$ cat src/rtl/alu_sequencer.sv
// Initiator for the ALU operand/opcode interface. Holds one command at the ALU,
// waits a programmable settle time, then returns the captured RESULT/FLAGS.
module alu_sequencer #(
  parameter int N             = 4,
  parameter int SETTLE_CYCLES = 1
) (
  input  logic         clk,
  input  logic         rst,
  input  logic         cmd_valid,
  output logic         cmd_ready,
  input  logic [N-1:0] cmd_a,
  input  logic [N-1:0] cmd_b,
  input  logic [2:0]   cmd_op,
  output logic [N-1:0] alu_a,
  output logic [N-1:0] alu_b,
  output logic [2:0]   alu_uc,
  input  logic [N-1:0] alu_result,
  input  logic [3:0]   alu_flags,
  output logic         rsp_valid,
  input  logic         rsp_ready,
  output logic [N-1:0] rsp_result,
  output logic [3:0]   rsp_flags,
  output logic [2:0]   rsp_op,
  output logic         rsp_err,
  output logic         busy,
  output logic [7:0]   done_count
);

  typedef enum logic [1:0] {IDLE, SETTLE, RESP} state_t;

  typedef struct packed {
    logic [N-1:0] result;
    logic [3:0]   flags;
    logic [2:0]   op;
    logic         err;
  } rsp_t;

  localparam logic [3:0] CNT_INIT = 4'(SETTLE_CYCLES - 1);
  localparam logic [2:0] OP_ILL   = 3'd7;

  state_t     state, state_nxt;
  logic [3:0] cnt;
  rsp_t       rsp_q;
  logic       accept;

  assign cmd_ready  = (state == IDLE) && !rst;
  assign accept     = cmd_valid && cmd_ready;
  assign rsp_valid  = (state == RESP);
  assign busy       = (state != IDLE);
  assign rsp_result = rsp_q.result;
  assign rsp_flags  = rsp_q.flags;
  assign rsp_op     = rsp_q.op;
  assign rsp_err    = rsp_q.err;

  always_comb begin
    state_nxt = state;
    case (state)
      IDLE:    if (accept) state_nxt = (cmd_op == OP_ILL) ? RESP : SETTLE;
      SETTLE:  if (cnt == 4'd0) state_nxt = RESP;
      RESP:    if (rsp_ready) state_nxt = IDLE;
      default: state_nxt = IDLE;
    endcase
  end

  always_ff @(posedge clk) begin
    if (rst) begin
      state      <= IDLE;
      cnt        <= 4'd0;
      alu_a      <= '0;
      alu_b      <= '0;
      alu_uc     <= '0;
      rsp_q      <= '0;
      done_count <= 8'd0;
    end else begin
      state <= state_nxt;
      case (state)
        IDLE: if (accept) begin
          // Illegal opcodes never reach the ALU; answer immediately with an error.
          if (cmd_op != OP_ILL) begin
            alu_a  <= cmd_a;
            alu_b  <= cmd_b;
            alu_uc <= cmd_op;
            cnt    <= CNT_INIT;
          end else begin
            rsp_q <= '{result: '0, flags: 4'd0, op: OP_ILL, err: 1'b1};
          end
        end
        SETTLE: begin
          if (cnt == 4'd0)
            rsp_q <= '{result: alu_result, flags: alu_flags, op: alu_uc, err: 1'b0};
          else
            cnt <= cnt - 4'd1;
        end
        RESP: if (rsp_ready && done_count != 8'hFF) done_count <= done_count + 8'd1;
        default: ;
      endcase
    end
  end

endmodule

$ cat config.mk
export PLATFORM = sky130hd
export DESIGN_NAME = alu_sequencer
export DESIGN_NICKNAME = d
export VERILOG_FILES = /design/src/rtl/alu_sequencer.sv
export SDC_FILE = /design/constraint.sdc
export NUM_CORES = 1
export LEC_CHECK = 0
export CAP_MARGIN = 40
export CORE_MARGIN = 2
export CORE_UTILIZATION = 44
export DETAILED_ROUTE_END_ITERATION = 12
export PLACE_DENSITY = 0.79
export RECOVER_POWER = 25
export SYNTH_ARGS = -nofsm -noshare
export SYNTH_HDL_FRONTEND = slang
export SYNTH_SLANG_ARGS = --single-unit
$ cat constraint.sdc
create_clock -name clk -period 2 [get_ports clk]
set_input_delay 0.3 -clock clk [delete_from_list [all_inputs] [get_ports clk]]
set_output_delay 0.3 -clock clk [all_outputs]
set_load 0.02 [all_outputs]
==> flow_summary.ini, run 1 <==
[status]
status = finished clean

[power]
combPwrFrac_pct = 20.3
power_density_nw_per_um2 = 637
switchingPower_w = 0.000398
peakVddDrop_mv = 0.345
seqPwrFrac_pct = 54.6
p_int_w = 0.00106
sw_frac_of_total_pct = 27.3
p_leak_nw = 0.891
p_clk_share_pct = 25.1

[logic_synthesis]
syn-num-nets = 193
avgSynthCellArea_um2 = 9.40
ys_types = 39
netlist_instances = 167
syn-cell-area_um2 = 1570
synth_flop_cell = dfxtp_1
synth.ff_latch_count = 37
synth-async-reset-ratio_pct = 0
synth_edf_count = 0
ys_seq_area_share_pct = 47.2
synth_warnings = 0

[place]
hpwl_um = 2750
io_buffers = 56
place_congestion = 0.878
placed_area_um2 = 2220

[routing]
dr.pass1.iters = 4
wl_per_cell_um = 13.3
vias = 1482
antenna_left = 0
vias_per_cell = 5.33
drc_errors = 0
routed_wl_um = 3680
drt_iter0_drc = 74

[floorplanning]
num_rows = 21
ios = 57
die_w_um = 63.7
die_area_um2 = 4060
start_util_pct = 46.3
floorplan.core_area_um2 = 3390
chipHeight_um = 63.7

[global_routing]
antenna_found_initial = 0
grt_start_max_net_pins = 20
grt_pass1_vias = 1417
grt.total_usage_pct = 19.2
grt_pass1_wl_um = 6150
gr-total-overflow = 0

[timing]
worst_pin_slew_ns = 0.558
finClkSkew_ns = 0.00808
setup_violations = 0
slew_viol_final = 0
finalCritPeriodShare_pct = 95.7
rsz0062_at_grt = no
fmax_ghz = 0.523
hold_violations = 0
holdWs_ns = 0.470
post-route-min-period_ns = 1.91
setup_tns_ns = 0
slew_headroom_pct = 62.6

[setup_path]
cp-start-kind = flip-flop
setup.worst_path.end_class = primary output
crit_arrival_ns = 1.61
crit_required_ns = 1.70
crit_type = flip-flop to primary output
critPathMaxFanout = 11

[cells_and_area]
layout_common_cells = clkdlybuf4s50_1 (41), dfxtp_1 (35), nor2_1 (29)
final_common_cell = clkdlybuf4s50_1
final_nets = 257
final_core_util_pct = 67.4
design_area_um2 = 2280
drive_gt1_share_pct = 10.3
area_growth_pct = 45.5
antenna_cells = 0

[clock_tree]
clk_pin_slew_ns = 0.11
clock-sinks = 37
clkLatencyLatePin_ns = 0.33
htreeDepth = 2
post_cts_buffers = 0
clockRootBuffer = clkbuf_4
cts_tree = yes
cts_buffers = 5
cts_buffer_depth = 2

[run]
max_cap_viol_count = 0

[worst_hold_path]
hp-class = flip-flop to flip-flop
==> metal layers <==
layer	wire, µm	up-vias	share of wire (%)	GRT usage (%)
li1	-	737	-	-
met1	1670	689	45	22.5
met2	1700	50	46	31.4
met3	255	6	6.9	6.07
met4	61	0	1.7	9.51
met5	0	-	0	0
==> stage by stage <==
stage               cells  total power [W]  worst slack [ns]
floorplan             167         0.000956             0.247
global placement      270          0.00110           0.00556
detailed placement    270          0.00111           -0.0999
CTS                   278          0.00147            0.0223
global route          278          0.00154           0.00772
finish                278          0.00146            0.0869
==> final cells by class <==
cell class / instances / area [µm²]
Clock buffer: 6 / 41.3
Clock inverter: 2 / 10.0
Fill cell: 261 / 1110
Inverter: 6 / 22.5
Multi-Input combinational cell: 117 / 778
Sequential cell: 37 / 743
Tap cell: 46 / 57.6
Timing Repair Buffer: 64 / 631
==> cells by family after synthesis <==
group / Yosys count / synth area share, %
DFF: 37 / 47.2
buffers and inverters: 13 / 3.91
and+or+nand+nor: 60 / 19.5
xor gates and xnor gates: 3 / 1.67
adders and majority gates: 3 / 2.39
AOI/OAI and AO/OA: 42 / 19.6
muxes: 9 / 5.74
==> synthesized netlist by cell type, types with 2 or more instances <==
master      n  area share (%)
ha_1        3             2.4
o31ai_1     3             1.4
o21ai_0     5             1.6
nor2_1     29             6.9
a211oi_1    5             2.4
xnor2_1     2             1.1
nor3_1      5             1.6
a22o_1      8             4.5
nand4_1     3             1.2
or4_1       2            0.96
nor2b_1     3             1.2
nand3_1     4             1.3
inv_1       6             1.4
mux2i_1     9             5.7
clkbuf_1    4            0.96
o21a_1      3             1.4
a21oi_1     9             2.9
nand2_1     3            0.72
dfxtp_1    37              47
a2111oi_0   2             1.1
or3_1       4             1.6
==> timing repair <==
item	CTS	global route
gates resized for setup	5	1
pin swaps	0	0
hold buffers	0	0
endpoints found under the setup margin	11	1
==> worst paths after layout <==
check	cells past startpoint	to	slack (ns)	start
setup / recovery	3	busy	0.09	state[0]
hold / removal	1	rsp_err	0.47	rsp_err
setup reg to reg	6	rsp_op[1]	0.09	cnt[0]
hold reg to reg	1	rsp_err	0.47	rsp_err
==> power by group through the flow <==
| stage | clock, W | sequential [W] | combinational (W) |
|---|---|---|---|
| after floorplan | 0 | 0.000843 | 0.000113 |
| after global placement | 0 | 0.000810 | 0.000294 |
| after detailed placement | 0 | 0.000811 | 0.000301 |
| after CTS | 0.000372 | 0.000796 | 0.000301 |
| after global routing | 0.000425 | 0.000801 | 0.000316 |
| final | 0.000365 | 0.000795 | 0.000295 |
==> flip-flops by register name, summed over array words and instances (netlist names) <==
name        cells
state           2
rsp_err         1
alu_uc          3
done_count      8
alu_a           4
cnt             4
rsp_result      4
rsp_flags       4
rsp_op          3
alu_b           4
==> worst max-delay path, stage by stage, from the launching register on <==
cell             delay (ns)
dfxtp_2                0.45
nor2_1                 0.11
inv_1                  0.11
clkdlybuf4s50_1        0.62
Note: power is estimated with default switching activity, not from simulation.
==> run 2: changes to the inputs <==
--- a/config.mk
+++ b/config.mk
@@ -11,6 +11,8 @@
 export DETAILED_ROUTE_END_ITERATION = 12
 export PLACE_DENSITY = 0.79
 export RECOVER_POWER = 25
+export SLEW_MARGIN = 5
 export SYNTH_ARGS = -nofsm -noshare
 export SYNTH_HDL_FRONTEND = slang
 export SYNTH_SLANG_ARGS = --single-unit
+export TNS_END_PERCENT = 5
==> results of run 2 <==
No change in the layout: final DEF, timing and power equal those of run 1.
==> RTL change 1 (settings of run 1) <==
Set the parameter `N` to 8 (it was 4).
--- a/src/rtl/alu_sequencer.sv
+++ b/src/rtl/alu_sequencer.sv
@@ -3,3 +3,3 @@
 module alu_sequencer #(
-  parameter int N             = 4,
+  parameter int N             = 8,
   parameter int SETTLE_CYCLES = 1
Interface: changed (6 resized); port bits go from 57 to 81. The function was not compared with the original's and may differ.
==> RTL change 1 against run 1 <==
Routed wire length increased by 27%. Die area increased by 21%. Combinational power increased by 26%. Clock skew decreased by 0.0044 ns. Final area increased by 28%. Sequential cell count increased by 12. Synthesized area increased by 22%. Sequential power increased by 32%. Core utilization increased by 1.4 points. Power increased by 47%. Worst setup slack improved by 0.00051 ns. Largest cell class is now flip-flops and latches.
==> RTL change 1: results (changes against run 1) <==
Syn Area/Cell 9.36 um2 (was 9.40 um2); NumNets Final 332 (was 257); clock root buffer clkbuf_8 (was clkbuf_4); worst setup path startpoint state[1] (was state[0]); relative slew slack 72.6% (was 62.6%); Filler Cell Count 355 (was 261); P_leak 0.00115 uW (was 0.000891 uW); hold path depth 2 (was 1); syn_nets 243 (was 193); met3 wire length 364 um (was 255 um); crit-path max FO 7 (was 11); WL final 4680 um (was 3680 um); layout cells sized above 1 9.15% (was 10.3%); number of global-route vias before repair 1812 (was 1417); DP HPWL 3450 um (was 2750 um); Final Skew 0.00372 ns (was 0.00808 ns); dpl ws 0.0199 ns (was -0.0999 ns); placed instance area 2830 um2 (was 2220 um2); outcome complete, no violations (unchanged); met1 WL 1940 um (was 1670 um); first-pass GRT wire length 7890 um (was 6150 um); CP max stage delay 0.64 ns (was 0.62 ns); sw frac 23.9% (was 27.3%); top post-synthesis cells by area dfxtp_1, nand2_1, a21oi_1 (was dfxtp_1, nor2_1, mux2i_1); Hold Slack 0.454 ns (was 0.470 ns); FMAX 523 MHz (about the same); Hold Crit Start alu_b[4] (was rsp_err)
## RTL change 1: cells by family after synthesis
kind of cell    after synthesis  synth area share, %
simple gates                 75                 20.0
compound gates               60                 22.1
flops                        49                 51.1
buf+inv                      16                 3.85
fa+ha+maj                     3                 1.96
xor+xnor                      1                0.457
mux                           1                0.522
## RTL change 1: worst max-delay path by stage
stage	end
6_report	rsp_valid
5_1_grt	rsp_valid
4_1_cts	cmd_ready
3_5_place_dp	alu_a[1]
3_3_place_gp	alu_uc[0]
2_1_floorplan	alu_a[0]
## RTL change 1: layer usage
| layer | vias to the layer above | track usage [%] |
|---|---|---|
| met5 | - | 0 |
| met4 | 0 | 5.77 |
| met3 | 7 | 5.34 |
| met2 | 72 | 34.5 |
| met1 | 846 | 22.9 |
| li1 | 913 | - |
## RTL change 1: power groups by stage
| stage | logic (uW) | registers (uW) | clock network (uW) |
|---|---|---|---|
| finish | 371 | 1050 | 713 |
| global route | 400 | 1060 | 761 |
| CTS | 382 | 1050 | 728 |
| detailed placement | 381 | 1070 | 0 |
| global placement | 377 | 1070 | 0 |
| floorplan | 127 | 1120 | 0 |
## RTL change 1: tightest hold or removal path, delay by kind of cell, from the launching register on
family          cells  cell delay [ns]
flops               1             0.31
simple gates        1             0.05
compound gates      1             0.05
## RTL change 1: cell type report
cell class / instances / area [um2] / area share [%]
sequential: 49 / 981 / 33.4
clock buffer: 7 / 86.3 / 2.94
multi-input combinational: 140 / 863 / 29.4
timing repair buffer: 93 / 890 / 30.3
clock inverter: 1 / 30.0 / 1.02
tap: 52 / 65.1 / 2.22
inverter: 5 / 18.8 / 0.640
## RTL change 1: repair_timing
action | 4_1_cts | 5_1_grt
hold buffers | 0 | 0
gates resized for setup | 0 | 1
setup endpoints to repair | 0 | 1
endpoints found under the hold margin | 0 | 0
==> RTL change 2 (config.mk and constraints of run 1) <==
Without the edit above. Register the outputs `rsp_flags` and `rsp_err`, with the module's reset; this adds one clock of latency there. The other outputs are not delayed to match.
--- a/src/rtl/alu_sequencer.sv
+++ b/src/rtl/alu_sequencer.sv
@@ -50,5 +50,12 @@
   assign rsp_result = rsp_q.result;
-  assign rsp_flags  = rsp_q.flags;
   assign rsp_op     = rsp_q.op;
-  assign rsp_err    = rsp_q.err;
+  always_ff @(posedge clk) begin
+    if (rst) begin
+      rsp_flags <= '0;
+      rsp_err   <= '0;
+    end else begin
+      rsp_flags <= rsp_q.flags;
+      rsp_err   <= rsp_q.err;
+    end
+  end
 
Behaviour: not the same (a bounded check fails within 4 cycles, from zero or initial values and one cycle with rst high).
==> RTL change 2 against run 1 <==
Final area up 12%. Synthesized area up 22%. Critical path depth unchanged. Power up 17%. Worst setup slack better by 0.043 ns. Routed wire length up 31%. Core utilization down 4.7 points. Sequential cell count up 5.
==> RTL change 2: results (changes against run 1) <==
Reg clk slew, reported paths 0.08 ns (was 0.11 ns); Pwr Density 664 nW/um2 (was 637 nW/um2); WL final 4810 um (was 3680 um); layout cells sized above 1 10.5% (was 10.3%); DRT iter0 DRCs 103 (was 74); post-synth top area share 44.0% (was 47.2%); NumNets Final 282 (was 257); worst skew pair latency 0.31 ns (was 0.33 ns); Final GP Congestion 0.828 (was 0.878); Filler Cell Count 372 (was 261); Wirelength per Cell 15.7 um (was 13.3 um); syn_nets 231 (was 193); Hold Slack 0.448 ns (was 0.470 ns); Seq pwr share 51.7% (was 54.6%); ys async rst share 0% (unchanged); placed instance area 2480 um2 (was 2220 um2); number of global-route vias before repair 1657 (was 1417); register area share after synthesis 44.0% (was 47.2%); HP Class register to register (unchanged); Vias 1809 (was 1482); crit-path max FO 10 (was 11); Clk power 552 uW (was 365 uW); DP HPWL 3290 um (was 2750 um); Arr. time, crit path 1.57 ns (was 1.61 ns); top post-synthesis cells by area dfxtp_1, a21oi_1, o21ai_0 (was dfxtp_1, nor2_1, mux2i_1); clock root buffer clkbuf_8 (was clkbuf_4); synthesized instance count 205 (was 167); Placed Instances 299 (was 270); dpl ws 0.0574 ns (was -0.0999 ns); Yosys cell types 49 (was 39); hold path depth 2 (was 1); first-pass GRT wire length 7800 um (was 6150 um); H-Tree Level Count 2 (unchanged); relative slew slack 61.9% (was 62.6%); R2R depth 5 (was 6); largest net degree at the start of global routing 28 (was 20); CTS Buf Count 5 (unchanged); gr usage total 19.5% (was 19.2%); reg-to-reg slack, setup 0.23 ns (was 0.09 ns); CTS resizes 0 (was 5); FMAX 535 MHz (was 523 MHz); Hold EP rsp_err (unchanged); 1st-pass router iterations 4 (unchanged); P_leak 0.000964 uW (was 0.000891 uW); Final Skew 0.0131 ns (was 0.00808 ns); peak supply drop 311 uV (was 345 uV); list of most frequent post-synthesis cells dfxtp_1, a21oi_1, o21ai_0 (was dfxtp_1, nor2_1, a21oi_1, mux2i_1, a22o_1); worst setup path startpoint state[1] (was state[0]); Hold Crit Start rsp_q[0] (was rsp_err); outcome complete, no violations (unchanged); sw frac 26.8% (was 27.3%); ant diodes 0 (unchanged); Critical Path End rsp_valid (was busy)
## RTL change 2: cell type report
| class | instances | area [um2] | area share [%] |
|---|---|---|---|
| sequential | 42 | 841 | 32.8 |
| clock buffer | 6 | 72.6 | 2.83 |
| timing repair buffer | 69 | 654 | 25.5 |
| clock inverter | 2 | 13.8 | 0.537 |
| inverter | 6 | 22.5 | 0.879 |
| multi-input combinational | 132 | 895 | 34.9 |
| tap | 50 | 62.6 | 2.44 |
## RTL change 2: cell families after synthesis
family | count (synthesis) | synth area share (%)
flops | 42 | 44.0
compound gates | 68 | 24.1
buf+inv | 31 | 9.11
mux | 3 | 1.64
simple gates | 58 | 19.2
fa+ha+maj | 3 | 1.97
## RTL change 2: per-layer routing
layer / part of all wire (%) / GRT usage, % / vias up
met4: 1.5 / 6.62 / 0
li1: - / - / 864
met5: 0 / 0 / -
met3: 5.8 / 5.19 / 8
met1: 45 / 25.8 / 887
met2: 48 / 30.9 / 50
